[src/rtl/integ_sched_pkg.sv]
// Shared types, default widths and the error saturation helper for the
// time-multiplexed PID integrator.
package integ_sched_pkg;

  localparam int NUM_CH_DEF  = 2;
  localparam int RAW_W_DEF   = 16;
  localparam int ERR_W_DEF   = 10;
  localparam int INTEG_W_DEF = 16;
  localparam int I_SHIFT_DEF = 6;
  localparam int I_W_DEF     = 10;

  typedef enum logic {
    IDLE = 1'b0,
    ACC  = 1'b1
  } state_t;

  // Clamp a sign-extended raw error into the signed err_w range; the caller
  // keeps the low err_w bits of the result.
  function automatic logic signed [31:0] sat_err(input logic signed [31:0] raw,
                                                 input int err_w);
    logic signed [31:0] hi;
    logic signed [31:0] lo;
    hi = (32'sd1 <<< (err_w - 1)) - 32'sd1;
    lo = -hi - 32'sd1;
    if (raw > hi) begin
      return hi;
    end else if (raw < lo) begin
      return lo;
    end else begin
      return raw;
    end
  endfunction

endpackage

[src/rtl/integ_sched_rr_arbiter.sv]
// Round-robin arbiter: the channel after the last granted one has the
// highest priority; the pointer only moves when a grant is taken.
module integ_sched_rr_arbiter #(
  parameter int NUM_CH = 2,
  parameter int CH_W   = (NUM_CH > 1) ? $clog2(NUM_CH) : 1
) (
  input  logic              clk,
  input  logic              rst_n,
  input  logic [NUM_CH-1:0] req_i,
  input  logic              advance_i,
  output logic [NUM_CH-1:0] gnt_o,
  output logic [CH_W-1:0]   gnt_idx_o
);

  logic [CH_W-1:0] ptr_q;
  logic [CH_W-1:0] ptr_d;
  logic [CH_W-1:0] idx;
  logic            found;

  always_comb begin
    gnt_o     = '0;
    gnt_idx_o = '0;
    found     = 1'b0;
    idx       = '0;
    for (int off = 0; off < NUM_CH; off++) begin
      idx = CH_W'((int'(ptr_q) + off) % NUM_CH);
      if (!found && req_i[idx]) begin
        found     = 1'b1;
        gnt_o[idx] = 1'b1;
        gnt_idx_o = idx;
      end
    end
  end

  always_comb begin
    ptr_d = ptr_q;
    if (advance_i && found) begin
      ptr_d = (int'(gnt_idx_o) == NUM_CH - 1) ? '0 : gnt_idx_o + CH_W'(1);
    end
  end

  always_ff @(posedge clk or negedge rst_n) begin
    if (!rst_n) begin
      ptr_q <= '0;
    end else begin
      ptr_q <= ptr_d;
    end
  end

endmodule

[src/rtl/integ_sched.sv]
// One saturating integrator datapath shared round-robin between NUM_CH error
// sources; each grant takes two cycles (IDLE grant, ACC write-back).
module integ_sched
  import integ_sched_pkg::*;
#(
  parameter int NUM_CH  = NUM_CH_DEF,
  parameter int RAW_W   = RAW_W_DEF,
  parameter int ERR_W   = ERR_W_DEF,
  parameter int INTEG_W = INTEG_W_DEF,
  parameter int I_SHIFT = I_SHIFT_DEF,
  parameter int I_W     = I_W_DEF
) (
  input  logic                    clk,
  input  logic                    rst_n,
  input  logic                    moving,
  input  logic [NUM_CH-1:0]       req,
  input  logic [NUM_CH*RAW_W-1:0] err_raw,
  input  logic [NUM_CH-1:0]       clr,
  output logic [NUM_CH-1:0]       ack,
  output logic [NUM_CH*I_W-1:0]   I_term,
  output logic [NUM_CH-1:0]       I_vld,
  output state_t                  dbg_state_o
);

  localparam int CH_W = (NUM_CH > 1) ? $clog2(NUM_CH) : 1;

  // Handshake: a requester holds req[i] with err_raw stable until it sees the
  // one-cycle ack[i] pulse, then drops req[i]; a req still high in the cycle
  // after ack is taken as a new sample. I_vld[i] follows ack[i] by one cycle.

  state_t                    state_q, state_d;
  logic [CH_W-1:0]           ch_q, ch_d;
  logic signed [ERR_W-1:0]   err_q, err_d;
  logic signed [INTEG_W-1:0] integ_q [NUM_CH];
  logic signed [INTEG_W-1:0] integ_d [NUM_CH];
  logic [NUM_CH-1:0]         ivld_q;

  logic [NUM_CH-1:0]         gnt;
  logic [CH_W-1:0]           gnt_idx;
  logic                      grant_en;
  logic [RAW_W-1:0]          raw_sel;
  logic signed [ERR_W-1:0]   err_sat;
  logic signed [INTEG_W-1:0] cur;
  logic signed [INTEG_W-1:0] err_ext;
  logic signed [INTEG_W-1:0] sum;
  logic                      ovf;

  assign grant_en = (state_q == IDLE) && (|req);

  integ_sched_rr_arbiter #(
    .NUM_CH (NUM_CH),
    .CH_W   (CH_W)
  ) u_arb (
    .clk       (clk),
    .rst_n     (rst_n),
    .req_i     (req),
    .advance_i (grant_en),
    .gnt_o     (gnt),
    .gnt_idx_o (gnt_idx)
  );

  always_ff @(posedge clk or negedge rst_n) begin
    if (!rst_n) begin
      state_q <= IDLE;
    end else begin
      state_q <= state_d;
    end
  end

  always_comb begin
    state_d = state_q;
    case (state_q)
      IDLE:    if (|req) state_d = ACC;
      ACC:     state_d = IDLE;
      default: state_d = IDLE;
    endcase
  end

  always_comb begin
    ack = '0;
    if (state_q == ACC) begin
      ack = NUM_CH'(1) << ch_q;
    end
  end

  assign dbg_state_o = state_q;

  always_comb begin
    raw_sel = '0;
    for (int i = 0; i < NUM_CH; i++) begin
      if (gnt[i]) raw_sel = err_raw[i*RAW_W +: RAW_W];
    end
  end

  assign err_sat = ERR_W'(sat_err(32'(signed'(raw_sel)), ERR_W));
  assign ch_d    = grant_en ? gnt_idx : ch_q;
  assign err_d   = grant_en ? err_sat : err_q;

  // Signed overflow: operands agree in sign but the sum does not.
  assign cur     = integ_q[ch_q];
  assign err_ext = INTEG_W'(err_q);
  assign sum     = cur + err_ext;
  assign ovf     = (cur[INTEG_W-1] == err_ext[INTEG_W-1]) &&
                   (sum[INTEG_W-1] != cur[INTEG_W-1]);

  always_comb begin
    for (int i = 0; i < NUM_CH; i++) begin
      integ_d[i] = integ_q[i];
      if (ack[i]) begin
        if (!moving) begin
          integ_d[i] = '0;
        end else if (!ovf) begin
          integ_d[i] = sum;
        end
      end
      if (clr[i]) integ_d[i] = '0;
    end
  end

  always_ff @(posedge clk or negedge rst_n) begin
    if (!rst_n) begin
      ch_q   <= '0;
      err_q  <= '0;
      ivld_q <= '0;
      for (int i = 0; i < NUM_CH; i++) integ_q[i] <= '0;
    end else begin
      ch_q   <= ch_d;
      err_q  <= err_d;
      ivld_q <= ack;
      for (int i = 0; i < NUM_CH; i++) integ_q[i] <= integ_d[i];
    end
  end

  assign I_vld = ivld_q;

  for (genvar g = 0; g < NUM_CH; g++) begin : g_iterm
    assign I_term[g*I_W +: I_W] = integ_q[g][I_SHIFT+I_W-1:I_SHIFT];
  end

endmodule

[config.mk]
export PLATFORM = sky130hd
export DESIGN_NAME = integ_sched
export DESIGN_NICKNAME = d
export VERILOG_FILES = /design/src/rtl/integ_sched_pkg.sv /design/src/rtl/integ_sched_rr_arbiter.sv /design/src/rtl/integ_sched.sv
export SDC_FILE = /design/constraint.sdc
export NUM_CORES = 1
export LEC_CHECK = 0
export ABC_CLOCK_PERIOD_IN_PS = 3400
export BUFFER_PORTS_ARGS = -buffer_cell sky130_fd_sc_hd__buf_2
export CAP_MARGIN = 15
export CELL_PAD_IN_SITES_DETAIL_PLACEMENT = 2
export CELL_PAD_IN_SITES_GLOBAL_PLACEMENT = 2
export CORE_UTILIZATION = 31
export CTS_BUF_LIST = sky130_fd_sc_hd__clkbuf_16
export CTS_CLUSTER_SIZE = 10
export DETAILED_ROUTE_END_ITERATION = 10
export HOLD_SLACK_MARGIN = 0.15
export PLACE_DENSITY = 0.78
export RECOVER_POWER = 50
export SYNTH_ARGS = -nofsm -noshare
export SYNTH_HDL_FRONTEND = slang
export SYNTH_SLANG_ARGS = --single-unit
[constraint.sdc]
create_clock -name clk -period 3.4 [get_ports clk]
set_clock_uncertainty 0.05 [all_clocks]
set_input_delay 0.85 -clock clk [delete_from_list [all_inputs] [get_ports clk]]
set_output_delay 0.85 -clock clk [all_outputs]
set_load 0.02 [all_outputs]
# --- After elaboration in Yosys (flattened, before gate mapping) ---
# Cells that the tools add are included.
op_classes:
  n_reduce_logical: 12
  mux: 31
  n_mul: 0
  div_mod_pow: 0
  shifts: 1
  eq_ne: 4
  order_cmp: 7
  add_sub_neg: 3
  n_bitwise: 3
op_table:
  columns: ["cell", "count"]
  rows:
  - ["$mux 16", 11]
  - ["$mux 10", 2]
  - ["$add 16x10->16", 1]
  - ["$gt 16x10->1 const B", 1]
  - ["$lt 16x10->1 const B", 1]
  - ["$mux 1", 12]
  - ["$logic_and 1x1->1", 6]
  - ["$mux 2", 3]
  - ["$ne 3x3->1 const B", 2]
  - ["$lt 1x2->1 const B", 2]
  - ["$reduce_and 2->1", 2]
  - ["$reduce_bool 2->1", 2]
  - ["$add 1x1->1 const B", 2]
  - ["$demux 1 s1", 2]
  - ["$ge 1x1->1 const B", 2]
  - ["$ge 2x2->1 const B", 1]
  - ["$not 1->2", 1]
  - ["$or 2x2->2", 1]
  - ["$pmux 1 s2", 1]
  - ["$reduce_or 2->1", 1]
  - ["$shl 1x1->2 const A", 1]
  - ["$eq 1x1->1", 1]
  - ["$logic_not 1->1", 1]
  - ["$ne 1x1->1", 1]
  - ["$not 1->1", 1]
word_totals:
  input_bits: 39
  latch_bits: 0
  out_inout_bits: 25
  regBits: 47
  mem_bits_rw: 0
  wordCells: 68
  memories: 0
  rom_bits: 0

# --- Longest topological paths before layout ---
# Gate-level depths: netlist (run 1).
depth:
  word_depth: 12
  mapped_depth: 12
  ltp_nobuf: 9

# --- By module ---
# Synthesis (run 1) repeated with hierarchy kept, for this count alone.
unflattened:
  hier_cells: 382
  hier_area_um2: 3513.4
by_module_without_submodules:
  columns: ["mod", "n_inst", "area_per_inst_um2", "seq_area_each_um2", "cells_each"]
  rows:
  - ["integ_sched", 1, 3450.8, 1151.1, 375]
  - ["integ_sched_rr_arbiter", 1, 62.6, 25.0, 7]

# --- Worst setup path after synthesis (run 1) ---
# Ideal clock, no wire load.
synth_timing:
  path_type: "flip-flop to flip-flop"
  start: "reg ch_q"
  end: "reg integ_q[1] in the netlist's numbering"
  n_path_buf: 3
  synth_period_minus_slack_ns: 3.282
  t_required_ns: 3.272
  path_slack_ns: 0.118
  arrival_time_ns: 3.154
  setup_ns: 0.078
  stages_incl_launch_ff: 12
  cell_sequence: "dfrtp_1 > buf_2 > buf_1 > mux2_2 > ha_1 > a21o_1 > a31o_1 > a22o_4 > o2111a_2 > buf_6 > or3_1 > a21oi_1"
synth_via:
  elab_chain_len: 9
  word_cells_on_any_way: 17
  classes_between: "add/sub: 1; eq/ne: 3; shift: 1; mux: 8; bitwise: 1; reduce/logical: 3"
synth_lines:
  columns: ["item", "line_no", "source"]
  rows:
  - ["from (decl)", "integ_sched.sv:32", "logic [CH_W-1:0] ch_q, ch_d;"]
  - ["from (signal assigned)", "integ_sched.sv:127", "ch_q <= ch_d;"]
  - ["$not 1->2 (implied by the code)", "integ_sched.sv:100", "assign cur = integ_q[ch_q];"]
  - ["$mux 16 (implied by the code) (3 in a row)", "integ_sched.sv:100", null]
  - ["$add 16x10->16", "integ_sched.sv:102", "assign sum = cur + err_ext;"]
  - ["$ne 1x1->1 / $mux 16 (equally long branches)", "integ_sched.sv:104, integ_sched.sv:112", null]
  - ["$logic_and 1x1->1 / $mux 16 (equally long branches)", "integ_sched.sv:103, integ_sched.sv:110", null]
  - ["$ne 3x3->1 (no source line) / $mux 16 (equally long branches)", null, null]
  - ["$reduce_and 2->1 (no source line) / $mux 16 (equally long branches)", null, null]
  - ["to (decl)", "integ_sched.sv:34", "logic signed [INTEG_W-1:0] integ_q [NUM_CH];"]
# Parallel ways exist; a longest one is shown, timed or not. The select of a mux whose other input is x is not followed.
# A chain may end at the register's enable or synchronous reset.

# --- Final worst setup path (run 1) ---
layout_timing:
  start: "reg ch_q"
  end: "reg integ_q[2] in the netlist's numbering"
# The elaborated chain is that of the path after synthesis.

==> flow_summary_export.csv, run 1 <==
group,metric,value,unit
sta,fmax,304,MHz
clocking,htree_num_levels,2,
floorplanning,core,0.0108,mm2
min_path,hp-start,"u_arb.ptr_q$_DFFE_PN0P_",
detailed_routing,final_antenna_net_count,0,
yosys,synth_nets,444,
finish,diodes,0,
sta,post-route-min-period,3290,ps
yosys,yosysTopAreaCell,"dfrtp_1",
finish,fin_nets,486,
power_and_ir_drop,combPwrFrac,38.8,%
job,maxCapViolations,1,
power_and_ir_drop,pwr-share-seq,32.2,%
sta,hold_viol,0,
run_status,status,"finished with violations",
critical_path,r2r_setup_slack,110,ps
critical_path,r2r-start,"ch_q$_DFFE_PN0P_",
power_and_ir_drop,powerDensity,547,mW/mm2
critical_path,worstPathRequired,3560,ps
placed_design,dp_hpwl,8.08,mm
yosys,synth.area.top_cells,"dfrtp_1, ha_1, a21oi_1",
critical_path,cp_data_arrival_time,3440,ps
yosys,async_flop_share,100,%
grt,antenna_found_initial,0,
finish,multi_input_area,0.00201,mm2
critical_path,rr_worst_depth,9,
grt,gr-usage-all-layers,20.3,%
clocking,cts_root_buffer,"clkbuf_16",
clocking,insertion_delay,290,ps
finish,fillers,1241,
detailed_routing,first_iter_violations,79,
detailed_routing,wl_per_cell,19.9,um
yosys,ys_seq_elements,47,
clocking,cts_max_path_buffers,2,
detailed_routing,viasPerCell,5.70,
sta,setup_viol,0,
yosys,yosysMostFrequentCell,"dfrtp_1",
clocking,path_clk_slew,70,ps
power_and_ir_drop,switching_share,37.0,%
yosys,synth_area,0.00346,mm2
grt,grt.overflow.total,0,
floorplanning,dieWidth,108,um
placed_design,dp.cells,562,
sta,finalCritPeriodShare,96.6,%
min_path,hp-class,"reg -> reg",
power_and_ir_drop,peakVddDrop,0.000181,V
detailed_routing,vias,3258,
critical_path,worstReg2RegEnd,"integ_q[2]$_DFFE_PN0P_",
clocking,cts_tree,"done",
finish,syn2layout_area_growth,16.5,%
placed_design,finalWeightedCongestion,0.878,
yosys,synth_seq_area_share,34.0,%
yosys,syn_area_per_cell,8.89,um2
floorplanning,io_pins,64,
critical_path,setup.worst_path.end,"integ_q[2]$_DFFE_PN0P_",
floorplanning,die_h,108,um
critical_path,path_class,"reg -> reg",
power_and_ir_drop,p_sw,0.815,mW
critical_path,path_max_fanout,19,
critical_path,crit_path_end_kind,"flop",
finish,seq_area,0.00118,mm2
clocking,cts.sinks,47,
grt,grt_pass1_wl,18.2,mm
yosys,synth_ff_type,"dfrtp_1",
finish,drive_above_1_share,24.5,%
placed_design,port_buffers,63,
floorplanning,start_util,31.9,%
power_and_ir_drop,p_clk_share,29.0,%
power_and_ir_drop,p_int,1.39,mW
clocking,numCtsBuffers,5,
run_status,violations,"capacitance limit, slew limit",
yosys,synth_cell_types,64,
detailed_routing,first_pass_iters,4,
floorplanning,dieArea,0.0116,mm2
sta,worst_slew_pin_slew,1510,ps
critical_path,startpoint,"ch_q$_DFFE_PN0P_",
yosys,yosys-top-cells-count,"dfrtp_1, a21oi_1, o21ai_0",
sta,fin_tns_setup,0,ps
yosys,synthCells,389,
yosys,synth_top_area_share,34.0,%
sta,relSlewSlack,-0.872,%
power_and_ir_drop,p_leak,1.85,nW
sta,slew_viol_final,29,
yosys,synth_edf_count,0,
floorplanning,row_count,38,
critical_path,cp-start-kind,"flop",
yosys,yosys_warnings,0,
detailed_routing,drc,0,
finish,instances_no_fill,572,
detailed_routing,wirelength,11.4,mm
grt,grt_pass1_vias,3602,
grt,grt_start_max_net_pins,48,
## final cells by class
cell class / instances / share of cell area, %
clock buffers: 5 / 3.11
inverters: 13 / 1.21
repair buffers: 77 / 10.7
flip-flops and latches: 47 / 29.2
well taps: 140 / 4.35
multi-input cells: 287 / 49.9
clock inverters: 3 / 1.58
## power by group through the flow
stage	Clock, mW	Combinational (mW)	Sequential [mW]
finish	0.639	0.855	0.708
global route	0.670	0.944	0.721
CTS	0.650	0.851	0.709
detailed placement	0	0.834	0.719
global placement	0	0.799	0.715
floorplan	0	0.607	0.694
## timing repair
item,CTS,global route
hold buffers,0,0
resized for setup,0,5
buffers inserted,0,0
setup endpoints to repair,0,13
## registers in the layout (all words and copies together) (netlist names)
signal	cells
I_term	20
I_vld	2
ch_q	1
dbg_state_o	1
err_q	10
integ_q	12
u_arb.ptr_q	1
## worst min-delay path by stage
stage / to / cells after the start
3_3_place_gp: u_arb.ptr_q$_DFFE_PN0P_ / 2
2_1_floorplan: u_arb.ptr_q$_DFFE_PN0P_ / 2
6_report: u_arb.ptr_q$_DFFE_PN0P_ / 2
4_1_cts: u_arb.ptr_q$_DFFE_PN0P_ / 2
3_5_place_dp: u_arb.ptr_q$_DFFE_PN0P_ / 2
5_1_grt: integ_q[16]$_DFFE_PN0P_ / 2
## routing by layer
metal  track usage, %  routed length, um
met5                0                  0
met4             4.99                133
met3             2.72                322
met2             37.8               5890
met1             24.2               5050
## logic make-up (layout without fill, tap and decap cells)
logic type	after synthesis	after routing	share of synthesized area (%)
AOI/OAI and AO/OA	142	143	27.1
and+or+nand+nor	98	98	15.1
xor gates and xnor gates	8	8	2.03
buffers and inverters	56	98	8.79
DFF	47	47	34.0
muxes	22	22	6.94
adders and majority gates	16	16	6.00
## through the flow
step	total power [mW]	instance area, um2	hold WS, ps	util, %	worst slack [ps]
after global routing	2.33	4030	546	37.2	-9.50
final	2.20	4030	490	37.2	115
after floorplan	1.30	3460	433	-	118
after CTS	2.21	4010	501	37.0	60.1
after detailed placement	1.55	3820	486	35.2	120
after global placement	1.51	3820	460	35.2	223
## cells in the final DEF, fill, tap and decap left out, drive strengths merged, types with 3 or more instances in the layout
master | synthesis | routed
buf | 27 | 67
dfrtp | 47 | 47
a21oi | 38 | 38
nand2 | 22 | 22
mux2i | 6 | 6
clkbuf | 16 | 15
a211oi | 11 | 11
o2111a | 2 | 3
xnor2 | 3 | 3
a22oi | 11 | 11
nor2 | 16 | 16
nand4 | 13 | 13
mux2 | 16 | 16
a21o | 5 | 5
nand3 | 12 | 12
o2111ai | 3 | 3
nand4b | 3 | 3
or3 | 8 | 8
a31oi | 5 | 5
xor2 | 5 | 5
inv | 13 | 14
ha | 15 | 15
o21ai | 40 | 40
nand2b | 7 | 7
nor2b | 4 | 4
a32oi | 3 | 3
o41ai | 3 | 3
## worst max-delay path, stage by stage, from the launching register on
cell and delay (ps):
dfrtp_1 380, buf_12 190, mux2_2 380, ha_1 300, a211oi_1 350, o2111ai_2 230, a22o_4 320, o2111a_2 410
or3_1 430, a21oi_1 150
No activity file was read; power rests on OpenSTA's default activity.
==> run 2, diff against run 1 <==
CELL_PAD_IN_SITES_DETAIL_PLACEMENT = 1   (was 2)
CELL_PAD_IN_SITES_GLOBAL_PLACEMENT = 1   (was 2)
CORE_UTILIZATION = 35   (was 31)
GPL_TIMING_DRIVEN = 0   (was default)
PLACE_DENSITY = 0.72   (was 0.78)
==> run 2 against run 1 <==
  * The flow still finishes with violations (capacitance limit, slew limit)
  * Flip-flop and latch count is the same
  * Sequential power shrank 0.8%
  * Largest cell class unchanged
  * Critical path depth grew 2
  * Final cell count grew 3.1%
  * Non-clock buffer count grew 30
  * Critical path type unchanged
  * Global-route usage grew 1.5 points
  * Clock power shrank 0.6%
==> flow_summary_export.csv, run 2 (synthesized netlist as in run 1, its figures left out) <==
group,metric,value,unit
grt,grt.overflow.total,0,
finish,seq_area,0.00118,mm2
finish,diodes,0,
critical_path,crit_path_cell_trace,"buf_6 > buf_12 > mux2_2 > ha_2 > a21o_1 > a31o_1 > a22o_4 > o2111a_2 > clkbuf_2 > o21ai_0 > o41ai_2",
job,maxCapViolations,1,
critical_path,cp_top_family,"compound AO/OA/AOI/OAI gates",
min_path,holdPathStages,2,
power_and_ir_drop,powerDensity,527,mW/mm2
finish,drive_above_1_share,27.1,%
clocking,cts_tree,"done",
sta,post-route-min-period,3260,ps
sta,fin_ws,141,ps
power_and_ir_drop,combPwrFrac,39.6,%
grt,grt_pass1_wl,17.3,mm
critical_path,path_buf_inv,3,
sta,grt_setup_unrepaired,"false",
critical_path,path_class,"reg -> reg",
sta,relSlewSlack,-6.31,%
critical_path,rr_worst_depth,11,
sta,worst_slew_pin_slew,1590,ps
critical_path,r2r_setup_slack,140,ps
clocking,cts.sinks,47,
placed_design,dp_slack,-847,ps
grt,met3_usage,3.17,%
floorplanning,dieWidth,101,um
critical_path,cp-start-kind,"flop",
sta,fmax,307,MHz
grt,gr-usage-all-layers,21.8,%
sta,hold_viol,0,
power_and_ir_drop,pwr-share-seq,31.7,%
grt,grt_util_met2,39.1,%
critical_path,slowest_stage,"mux2_2",
detailed_routing,wl_per_cell,17.8,um
finish,syn2layout_area_growth,21.3,%
floorplanning,die_h,101,um
detailed_routing,final_antenna_net_count,0,
power_and_ir_drop,p_clk_share,28.7,%
power_and_ir_drop,p_sw,0.803,mW
clocking,path_clk_slew,70,ps
floorplanning,start_util,36.7,%
sta,fin_tns_setup,0,ps
finish,fillers,1144,
clocking,insertion_delay,290,ps
grt,busiest_layer,"met2",
finish,layout_common_cells,"buf_2, dfrtp_1, o21ai_0, a21oi_1, buf_4",
run_status,status,"finished with violations",
detailed_routing,drc,0,
power_and_ir_drop,peakVddDrop,0.000233,V
critical_path,crit_cells,11,
grt,antenna_found_initial,0,
placed_design,finalWeightedCongestion,0.925,
critical_path,max_stage_delay,360,ps
sta,finalCritPeriodShare,95.9,%
clocking,cts_max_path_buffers,2,
min_path,hp-class,"reg -> reg",
critical_path,cp_data_arrival_time,3360,ps
sta,slew_viol_final,30,
detailed_routing,viasPerCell,5.58,
finish,multi_input_area,0.00202,mm2
placed_design,port_buffers,63,
clocking,htree_num_levels,2,
finish,layout_commonest_cell,"buf_2",
min_path,hp-start,"u_arb.ptr_q$_DFFE_PN0P_",
floorplanning,row_count,35,
min_path,hold_end,"u_arb.ptr_q$_DFFE_PN0P_",
grt,use_met1,26.8,%
detailed_routing,first_pass_iters,4,
detailed_routing,first_iter_violations,110,
run_status,violations,"capacitance limit, slew limit",
placed_design,dp_hpwl,7.79,mm
clocking,cts_root_buffer,"clkbuf_16",
detailed_routing,vias,3294,
critical_path,path_max_fanout,10,
detailed_routing,wirelength,10.5,mm
power_and_ir_drop,switching_share,36.3,%
critical_path,worstPathRequired,3510,ps
floorplanning,core,0.00942,mm2
critical_path,r2r-start,"ch_q$_DFFE_PN0P_",
floorplanning,dieArea,0.0103,mm2
critical_path,crit_path_end_kind,"flop",
clocking,numCtsBuffers,5,
power_and_ir_drop,p_leak,1.96,nW
finish,fin_nets,515,
floorplanning,io_pins,64,
grt,grt_start_max_net_pins,48,
critical_path,worstReg2RegEnd,"I_term[16]$_DFFE_PN0P_",
grt,grt_pass1_vias,3401,
finish,largest_reg_flops,20,
power_and_ir_drop,p_int,1.41,mW
power_and_ir_drop,total_power,2.21,mW
sta,setup_viol,0,
==> run 2: cell count changes in the layout (fill, tap and decap cells not counted), moves of 3 or more <==
cell	previous run	this run
buf_4	11	22
clkbuf_1	10	20
buf_6	0	3
clkbuf_2	0	3
==> run 2: metrics by stage <==
| stage | hold slack, ps | std cells | utilization, % | cell area, um2 |
|---|---|---|---|---|
| 3_3_place_gp | 459 | 581 | 41.8 | 3940 |
| 5_1_grt | 527 | 590 | 44.6 | 4200 |
| 4_1_cts | 491 | 589 | 44.3 | 4170 |
| 2_1_floorplan | 433 | 389 | - | 3460 |
| 6_report | 481 | 590 | 44.6 | 4200 |
| 3_5_place_dp | 476 | 581 | 41.8 | 3940 |
==> run 2: worst min-delay path, cell delays in order (launching register included) <==
cell,delay [ps]
dfrtp_1,360
o21ai_0,80
o21ai_0,60
==> run 2: routing by layer <==
metal	routed length, um	part of all wire [%]
met1	4760	45
met4	206	2.0
met5	0	0
met2	5250	50
met3	311	3.0
==> run 2: worst max path at each step <==
stage                startpoint                 endpoint  slack, ps
2_1_floorplan  ch_q$_DFFE_PN0P_   integ_q[1]$_DFFE_PN0P_        120
3_3_place_gp   ch_q$_DFFE_PN0P_   integ_q[3]$_DFFE_PN0P_       -760
3_5_place_dp   ch_q$_DFFE_PN0P_   I_term[16]$_DFFE_PN0P_       -850
4_1_cts        ch_q$_DFFE_PN0P_  integ_q[19]$_DFFE_PN0P_          4
5_1_grt        ch_q$_DFFE_PN0P_   integ_q[0]$_DFFE_PN0P_          3
6_report       ch_q$_DFFE_PN0P_   I_term[16]$_DFFE_PN0P_        140
==> run 2: cell type report <==
class                           count  share of cell area [%]
Clock buffer                        5                    2.98
Sequential cell                    47                    28.0
Buffer                             43                    6.98
Multi-Input combinational cell    286                    48.1
Inverter                           13                    1.16
Timing Repair Buffer               64                    7.34
Clock inverter                      3                    1.52
Tap cell                          129                    3.85
==> run 2: power by group through the flow <==
stage | Clock (mW) | Sequential, mW | Combinational (mW)
finish | 0.635 | 0.702 | 0.875
global route | 0.665 | 0.714 | 0.969
CTS | 0.648 | 0.703 | 0.864
detailed placement | 0 | 0.713 | 0.838
global placement | 0 | 0.709 | 0.809
floorplan | 0 | 0.694 | 0.607
==> run 2: what timing repair did <==
action	4_1_cts	5_1_grt
hold buffers	0	0
endpoints found under the setup margin	32	25
gates resized for setup	18	10
setup buffers	0	0
